### src/rtl/muldiv_unit.sv
// -----------------------------------------------------------------------------
// muldiv_unit: iterative multiply/divide unit with architectural HI/LO.
//
// Executes MULT/MULTU/DIV/DIVU as one radix-2 step per cycle over WIDTH
// cycles, then applies sign correction in a single FIXUP cycle and writes
// HI/LO. MTHI/MTLO/MFHI/MFLO complete in one cycle from IDLE.
//
// Ports:
//   clk, reset        clock and asynchronous active-high reset
//   in_valid/in_ready request handshake (see below)
//   func              6-bit R-type function code
//   src_a, src_b      rs / rt operands
//   flush             abort in-flight op, drop any request this cycle
//   busy              multiply/divide in flight (RUN or FIXUP)
//   out_valid         out_data holds an MFHI/MFLO result (one cycle)
//   out_data          move-from result, held while out_valid is low
//   hi, lo            architectural HI/LO registers
//   dbg_state         current FSM state for observation
//
// Handshake: a request transfers on a rising edge where in_valid=1,
// in_ready=1, flush=0 and func is a legal code; in_ready depends on state
// only, so the requester may hold in_valid and its payload until it sees
// in_ready. Illegal codes are never accepted and cause no state change.
// -----------------------------------------------------------------------------
module muldiv_unit #(
    parameter int WIDTH  = 32,
    parameter int DIV_EN = 1
) (
    input  logic             clk,
    input  logic             reset,
    input  logic             in_valid,
    output logic             in_ready,
    input  logic [5:0]       func,
    input  logic [WIDTH-1:0] src_a,
    input  logic [WIDTH-1:0] src_b,
    input  logic             flush,
    output logic             busy,
    output logic             out_valid,
    output logic [WIDTH-1:0] out_data,
    output logic [WIDTH-1:0] hi,
    output logic [WIDTH-1:0] lo,
    output logic [1:0]       dbg_state
);

    localparam logic [5:0] FN_MFHI  = 6'b010000;
    localparam logic [5:0] FN_MTHI  = 6'b010001;
    localparam logic [5:0] FN_MFLO  = 6'b010010;
    localparam logic [5:0] FN_MTLO  = 6'b010011;
    localparam logic [5:0] FN_MULT  = 6'b011000;
    localparam logic [5:0] FN_MULTU = 6'b011001;
    localparam logic [5:0] FN_DIV   = 6'b011010;
    localparam logic [5:0] FN_DIVU  = 6'b011011;

    localparam logic [WIDTH-1:0] CNT_LAST = WIDTH'(WIDTH - 1);

    typedef enum logic [1:0] {
        S_IDLE  = 2'd0,
        S_RUN   = 2'd1,
        S_FIXUP = 2'd2
    } state_t;

    state_t state, state_next;

    // Datapath state. acc holds {upper, lower} halves: for multiply the
    // partial product shifts right through it; for divide the upper half
    // is the partial remainder and the lower half shifts in quotient bits.
    logic [2*WIDTH-1:0] acc;
    logic [WIDTH-1:0]   opnd;      // multiplicand or divisor magnitude
    logic [WIDTH-1:0]   save_a;    // raw dividend for divide-by-zero result
    logic [WIDTH-1:0]   cnt;
    logic               op_div;
    logic               neg_q;     // negate product / quotient
    logic               neg_r;     // negate remainder (dividend sign)
    logic               div_zero;

    // ---------------- decode ----------------
    logic dec_mul, dec_div, dec_move, legal, accept, start, signed_op;

    always_comb begin
        dec_mul   = (func == FN_MULT) || (func == FN_MULTU);
        dec_div   = (DIV_EN != 0) && ((func == FN_DIV) || (func == FN_DIVU));
        dec_move  = (func == FN_MFHI) || (func == FN_MTHI) ||
                    (func == FN_MFLO) || (func == FN_MTLO);
        legal     = dec_mul || dec_div || dec_move;
        accept    = in_valid && (state == S_IDLE) && !flush && legal;
        start     = accept && (dec_mul || dec_div);
        // Signed variants have func[0] clear.
        signed_op = !func[0];
    end

    function automatic logic [WIDTH-1:0] mag(input logic [WIDTH-1:0] v,
                                             input logic             sgn);
        return (sgn && v[WIDTH-1]) ? -v : v;
    endfunction

    // ---------------- FSM ----------------
    always_ff @(posedge clk or posedge reset) begin
        if (reset) state <= S_IDLE;
        else       state <= state_next;
    end

    always_comb begin
        state_next = state;
        case (state)
            S_IDLE:  if (start) state_next = S_RUN;
            S_RUN:   if (cnt == CNT_LAST) state_next = S_FIXUP;
            S_FIXUP: state_next = S_IDLE;
            default: state_next = S_IDLE;
        endcase
        if (flush) state_next = S_IDLE;
    end

    assign in_ready  = (state == S_IDLE);
    assign busy      = (state != S_IDLE);
    assign dbg_state = state;

    // ---------------- iteration step ----------------
    logic [WIDTH:0]     mul_sum;
    logic [2*WIDTH-1:0] mul_next;
    logic [WIDTH:0]     div_shift;
    logic [WIDTH:0]     div_diff;
    logic               div_ge;
    logic [2*WIDTH-1:0] div_next;

    always_comb begin
        mul_sum   = {1'b0, acc[2*WIDTH-1:WIDTH]} +
                    (acc[0] ? {1'b0, opnd} : {(WIDTH+1){1'b0}});
        mul_next  = {mul_sum, acc[WIDTH-1:1]};
        div_shift = {acc[2*WIDTH-1:WIDTH], acc[WIDTH-1]};
        div_diff  = div_shift - {1'b0, opnd};
        // The partial remainder stays below the divisor, so a clear top bit
        // of the difference means the trial subtraction did not borrow.
        div_ge    = !div_diff[WIDTH];
        div_next  = {(div_ge ? div_diff[WIDTH-1:0] : div_shift[WIDTH-1:0]),
                     acc[WIDTH-2:0], div_ge};
    end

    // ---------------- sign fixup ----------------
    logic [2*WIDTH-1:0] prod_fix;
    logic [WIDTH-1:0]   fix_hi, fix_lo;

    always_comb begin
        prod_fix = neg_q ? -acc : acc;
        fix_hi   = prod_fix[2*WIDTH-1:WIDTH];
        fix_lo   = prod_fix[WIDTH-1:0];
        if (op_div) begin
            fix_lo = neg_q ? -acc[WIDTH-1:0] : acc[WIDTH-1:0];
            fix_hi = neg_r ? -acc[2*WIDTH-1:WIDTH] : acc[2*WIDTH-1:WIDTH];
            if (div_zero) begin
                fix_lo = {WIDTH{1'b1}};
                fix_hi = save_a;
            end
        end
    end

    // ---------------- datapath / architectural registers ----------------
    always_ff @(posedge clk or posedge reset) begin
        if (reset) begin
            hi        <= '0;
            lo        <= '0;
            out_valid <= 1'b0;
            out_data  <= '0;
            cnt       <= '0;
            acc       <= '0;
            opnd      <= '0;
            save_a    <= '0;
            op_div    <= 1'b0;
            neg_q     <= 1'b0;
            neg_r     <= 1'b0;
            div_zero  <= 1'b0;
        end else begin
            out_valid <= 1'b0;
            if (accept) begin
                case (func)
                    FN_MTHI: hi <= src_a;
                    FN_MTLO: lo <= src_a;
                    FN_MFHI: begin
                        out_data  <= hi;
                        out_valid <= 1'b1;
                    end
                    FN_MFLO: begin
                        out_data  <= lo;
                        out_valid <= 1'b1;
                    end
                    default: ;
                endcase
                if (start) begin
                    cnt      <= '0;
                    op_div   <= dec_div;
                    neg_q    <= signed_op && (src_a[WIDTH-1] ^ src_b[WIDTH-1]);
                    neg_r    <= signed_op && src_a[WIDTH-1];
                    div_zero <= dec_div && (src_b == '0);
                    save_a   <= src_a;
                    acc      <= {{WIDTH{1'b0}}, mag(src_a, signed_op)};
                    opnd     <= mag(src_b, signed_op);
                end
            end else if ((state == S_RUN) && !flush) begin
                cnt <= cnt + WIDTH'(1);
                acc <= op_div ? div_next : mul_next;
            end else if ((state == S_FIXUP) && !flush) begin
                hi <= fix_hi;
                lo <= fix_lo;
            end
        end
    end

endmodule

### config.mk
export PLATFORM = sky130hd
export DESIGN_NAME = muldiv_unit
export DESIGN_NICKNAME = d
export VERILOG_FILES = /design/src/rtl/muldiv_unit.sv
export SDC_FILE = /design/constraint.sdc
export NUM_CORES = 1
export LEC_CHECK = 0
export CORE_UTILIZATION = 40
export DETAILED_ROUTE_END_ITERATION = 6
export GPL_TIMING_DRIVEN = 0
export SETUP_SLACK_MARGIN = 0.02
export SLEW_MARGIN = 40
export SYNTH_ARGS = -nofsm -noshare
export SYNTH_HDL_FRONTEND = slang
export SYNTH_SLANG_ARGS = --single-unit
### constraint.sdc
create_clock -name clk -period 19.9 [get_ports clk]
set_input_delay 3.98 -clock clk [delete_from_list [all_inputs] [get_ports clk]]
set_output_delay 3.98 -clock clk [all_outputs]
set_load 0.02 [all_outputs]
==> results.md <==
- STA classifies the critical path startpoint as an input port.
- The number of post-CTS setup repair buffers is 0.
- The number of cells produced by synthesis is 2,437.
- The flow ran to the end, and the final reports show no timing, DRC or antenna violations.
- After synthesis, the mean cell area works out to 7.90 µm².
- The worst min-delay path startpoint is out_data[9].
- The number of cells on the worst reg-to-reg path is 13.
- The via count is 19,600.
- Setup slack closes at 12.59 ns.
- Yosys mapped the design onto 80 distinct sky130hd cell types.
- Buffers inserted during clock tree synthesis total 31.
- The proportion of register bits with asynchronous set or reset after synthesis is 1.00.
- The clock tree from TritonCTS is built.
- At the end of the flow the core is filled with cells to 0.479.
- The synthesis-to-layout area growth is 18.4%.
- For the final routed database, the setup TNS stands at 0 ns.
- In the final layout, the share of cells above drive strength 1 is 0.0432.
- Counting instances, the worst hold path has a depth of 2.
- The cell count after placement is 3,219.
- The wire length reported by the detailed router is 77,300 µm.
- The first routing iteration left 1,830 violations.
- After clock tree synthesis, the repair step resized 0 gates.
- The non-filler instance count after layout is 3,276.
- Across the routed clock network, the largest skew measured is 0.0265 ns.
- For the worst setup path, the data arrival time is 7.85 ns.
- The level count of the clock H-tree is 1.
- The cell area after synthesis is 19,300 µm².
- Dividing the final minimum period by the clock period gives 0.368.
- The die is 221 µm tall.
- The clock edge transition at the registers on the reported setup and hold paths is 0.06 ns.
- The total count of hold-check failures in the final report was 0.
- The total nets after synthesis is 2,582.
- The path with the worst hold slack has its endpoint at out_data[9].
- The count of synthesis-stage warnings from yosys is 0.
- The proportion of synthesized chip area in sequential cells is 0.342.
- Entering global routing, the biggest net connects 82 pins.
- The flip-flop and latch count after synthesis is 263.
- STA puts the critical path data required time at 20.44 ns.
- Setup violations remaining at the end of the flow were counted as 0.
- The first-pass GRT wire length is 116,000 µm.
- The number of max-cap violations is 0.
- Leaving out fill and tap cells, the most frequent cell in the layout is sky130_fd_sc_hd__nand2_1.
- The full die area is 49,000 µm².
- Subtracting the final worst setup slack from the clock period gives 7.31 ns.
- The kind of critical path is in -> reg.
- The first detailed-routing pass ran for 7 iterations.
- In the synthesized netlist the dominant register cell turns out to be sky130_fd_sc_hd__dfrtp_1.
- Measured against its own limit, the worst slew margin works out to 0.398.
- The endpoint identified for the worst register-to-register timing path is acc[57].
- The static leakage is 0.00981 µW.
- The maximum ir drop on the vdd rail is 0.0770 mV.
- For this run, the post-layout net count is 2,782.
- After detailed routing, the number of remaining DRC violations is 0.
- The final max-slew violation count is 0.
- The clock reaches the later pin of the worst-skew pair after 0.61 ns.
- The global route total overflow is 0.
- The worst setup path is captured at a flop.
- The origin of the worst setup path is func[5].
- The ratio of routed vias to standard cells is 5.98.
- Port buffering added 162 buffers.
- The startpoint of the worst register-to-register path is acc[31].
- The via count of the first global-routing pass is 19,000.
- In this run the clock root is driven by a sky130_fd_sc_hd__clkbuf_16.
- The total track usage is 0.310.
- The floorplan step defined a core boundary enclosing 47,600 µm².
- The number of antenna diodes in the final layout is 0.
- The initialized floorplan defines 80 standard-cell rows.
- The power density over cell area is 124 nW/µm².
- The wire-length estimate of the detail-placed layout is 60,300 µm.
- Setup repair after global routing left no endpoint under its margin.
- From left edge to right edge, the die measures 221 µm.
- The number of clock sinks is 263.
- The number of nets with antenna violations after detailed routing is 0.
- The post-cts hold buffer count is 0.
- Hold timing on the final database bottoms out at a slack of 0.475 ns.
- The number of synthesized flops with an enable pin is 0.
- The initial utilization of the core area, before any placement, comes to 0.404.
- The number of antenna violations at the first check in global routing was 0.
- The last weighted congestion value of the routability-driven placer is 0.985.
- The maximum clock rate is 137 MHz.
- The top fanout value on the critical path is 10.
- Prior to clock tree synthesis, the placed netlist has a worst setup slack of 12.04 ns.
- Dividing the detail-routed wire length by the instance count gives 23.6 µm.
- In the layout the commonest cells are sky130_fd_sc_hd__nand2_1, sky130_fd_sc_hd__dfrtp_1, sky130_fd_sc_hd__o21ai_0, sky130_fd_sc_hd__nor2_1, sky130_fd_sc_hd__clkdlybuf4s50_1.
- For the pin with the worst max-slew slack, the measured transition is 0.890 ns.
- The I/O pin count is 175.
- In this run the worst hold path is classified as reg -> reg.
- The setup check on the worst reg-to-reg path leaves a slack of 14.97 ns.
- The number of buffers on the longest clock path is 3.
==> power by group <==
group,leakage [µW],total [µW],switching [µW],internal [µW]
Sequential,0.00354,726,117,610
Clock,0.000505,593,246,346
Combinational,0.00576,1510,933,579
Total,0.00981,2830,1300,1530
==> worst max-delay path: stages <==
cell and delay, ns:
sky130_fd_sc_hd__clkdlybuf4s50_1 0.45, sky130_fd_sc_hd__nor2b_1 0.27, sky130_fd_sc_hd__and4_1 0.28, sky130_fd_sc_hd__clkbuf_1 0.48, sky130_fd_sc_hd__a41oi_1 0.22, sky130_fd_sc_hd__nor2_1 0.57
sky130_fd_sc_hd__clkbuf_1 0.52, sky130_fd_sc_hd__clkbuf_1 0.54, sky130_fd_sc_hd__o2111ai_1 0.37, sky130_fd_sc_hd__nand2_1 0.15
==> cells in the mapped netlist (all sizes together), types with 5 or more instances <==
master	n	share of area
o221ai	16	0.0073
a211oi	14	0.0057
a221o	10	0.0052
nand2	400	0.078
o21bai	7	0.0027
inv	70	0.014
and2	14	0.0045
o21a	10	0.0039
and3	23	0.0075
a31o	5	0.0023
nor2b	17	0.0055
nor2	188	0.037
nand4	20	0.0065
mux2i	60	0.031
o31a	6	0.0027
a22oi	12	0.0047
nor3	39	0.010
and4	5	0.0023
a21boi	6	0.0023
nand2b	16	0.0052
or4	19	0.0080
a21oi	143	0.037
o2111ai	8	0.0036
o31ai	35	0.014
buf	19	0.0052
dfrtp	263	0.34
o41ai	14	0.0081
o21ai	261	0.068
nor4	25	0.0084
xor2	78	0.035
o211ai	24	0.0094
ha	69	0.045
clkbuf	157	0.031
a31oi	27	0.0088
a21o	29	0.011
or3	24	0.0081
o22ai	74	0.024
nor4b	5	0.0023
nand3	54	0.014
xnor2	109	0.050
or2	13	0.0042
==> state kept, by name, summed over array words and instances, names as in the netlist <==
signal,cells
lo,32
cnt,32
acc,64
dbg_state,2
div_zero,1
save_a,32
neg_q,1
opnd,32
hi,32
out_valid,1
op_div,1
neg_r,1
out_data,32
==> logic make-up (layout without fill, tap and decap cells) <==
family / Yosys count / after routing / share of synthesized area
XOR/XNOR: 187 / 187 / 0.0851
buffers and inverters: 246 / 470 / 0.0496
AND/OR/NAND/NOR: 876 / 876 / 0.208
flip-flops: 263 / 263 / 0.342
multiplexers: 64 / 64 / 0.0335
adder cells (fa/ha/maj): 71 / 71 / 0.0469
AO/OA/AOI/OAI: 730 / 730 / 0.235
==> metal layers <==
layer | routed length (µm) | track usage | vias up
li1 | - | - | 9133
met1 | 30700 | 0.375 | 9381
met2 | 37000 | 0.537 | 856
met3 | 5340 | 0.0433 | 210
met4 | 4210 | 0.154 | 0
met5 | 0 | 0 | -
==> how the worst max path moves through the flow <==
| stage | slack [ns] | end | cells after the start |
|---|---|---|---|
| 2_1_floorplan | 8.68 | acc[0] | 1 |
| 3_3_place_gp | 5.01 | cnt[13] | 2 |
| 3_5_place_dp | 12.04 | hi[6] | 10 |
| 4_1_cts | 12.67 | hi[6] | 10 |
| 5_1_grt | 12.46 | hi[6] | 10 |
| 6_report | 12.59 | hi[6] | 10 |
==> cell type report <==
| cell class | instances | area, µm² |
|---|---|---|
| plain buffers | 176 | 702 |
| clock buffers | 45 | 888 |
| clock inverters | 12 | 144 |
| fillers | 4797 | 24800 |
| inverters | 70 | 270 |
| multi-input cells | 1928 | 11700 |
| flip-flops and latches | 263 | 6580 |
| well taps | 615 | 769 |
| repair buffers | 167 | 1720 |
==> metrics by stage <==
step | total power [µW] | cell area, µm²
after global routing | 3000 | 22800
after detailed placement | 2210 | 21800
after global placement | 2190 | 21600
after floorplan | 1750 | 19300
final | 2830 | 22800
after CTS | 2810 | 22800
Power figures use the tool's default switching activity.
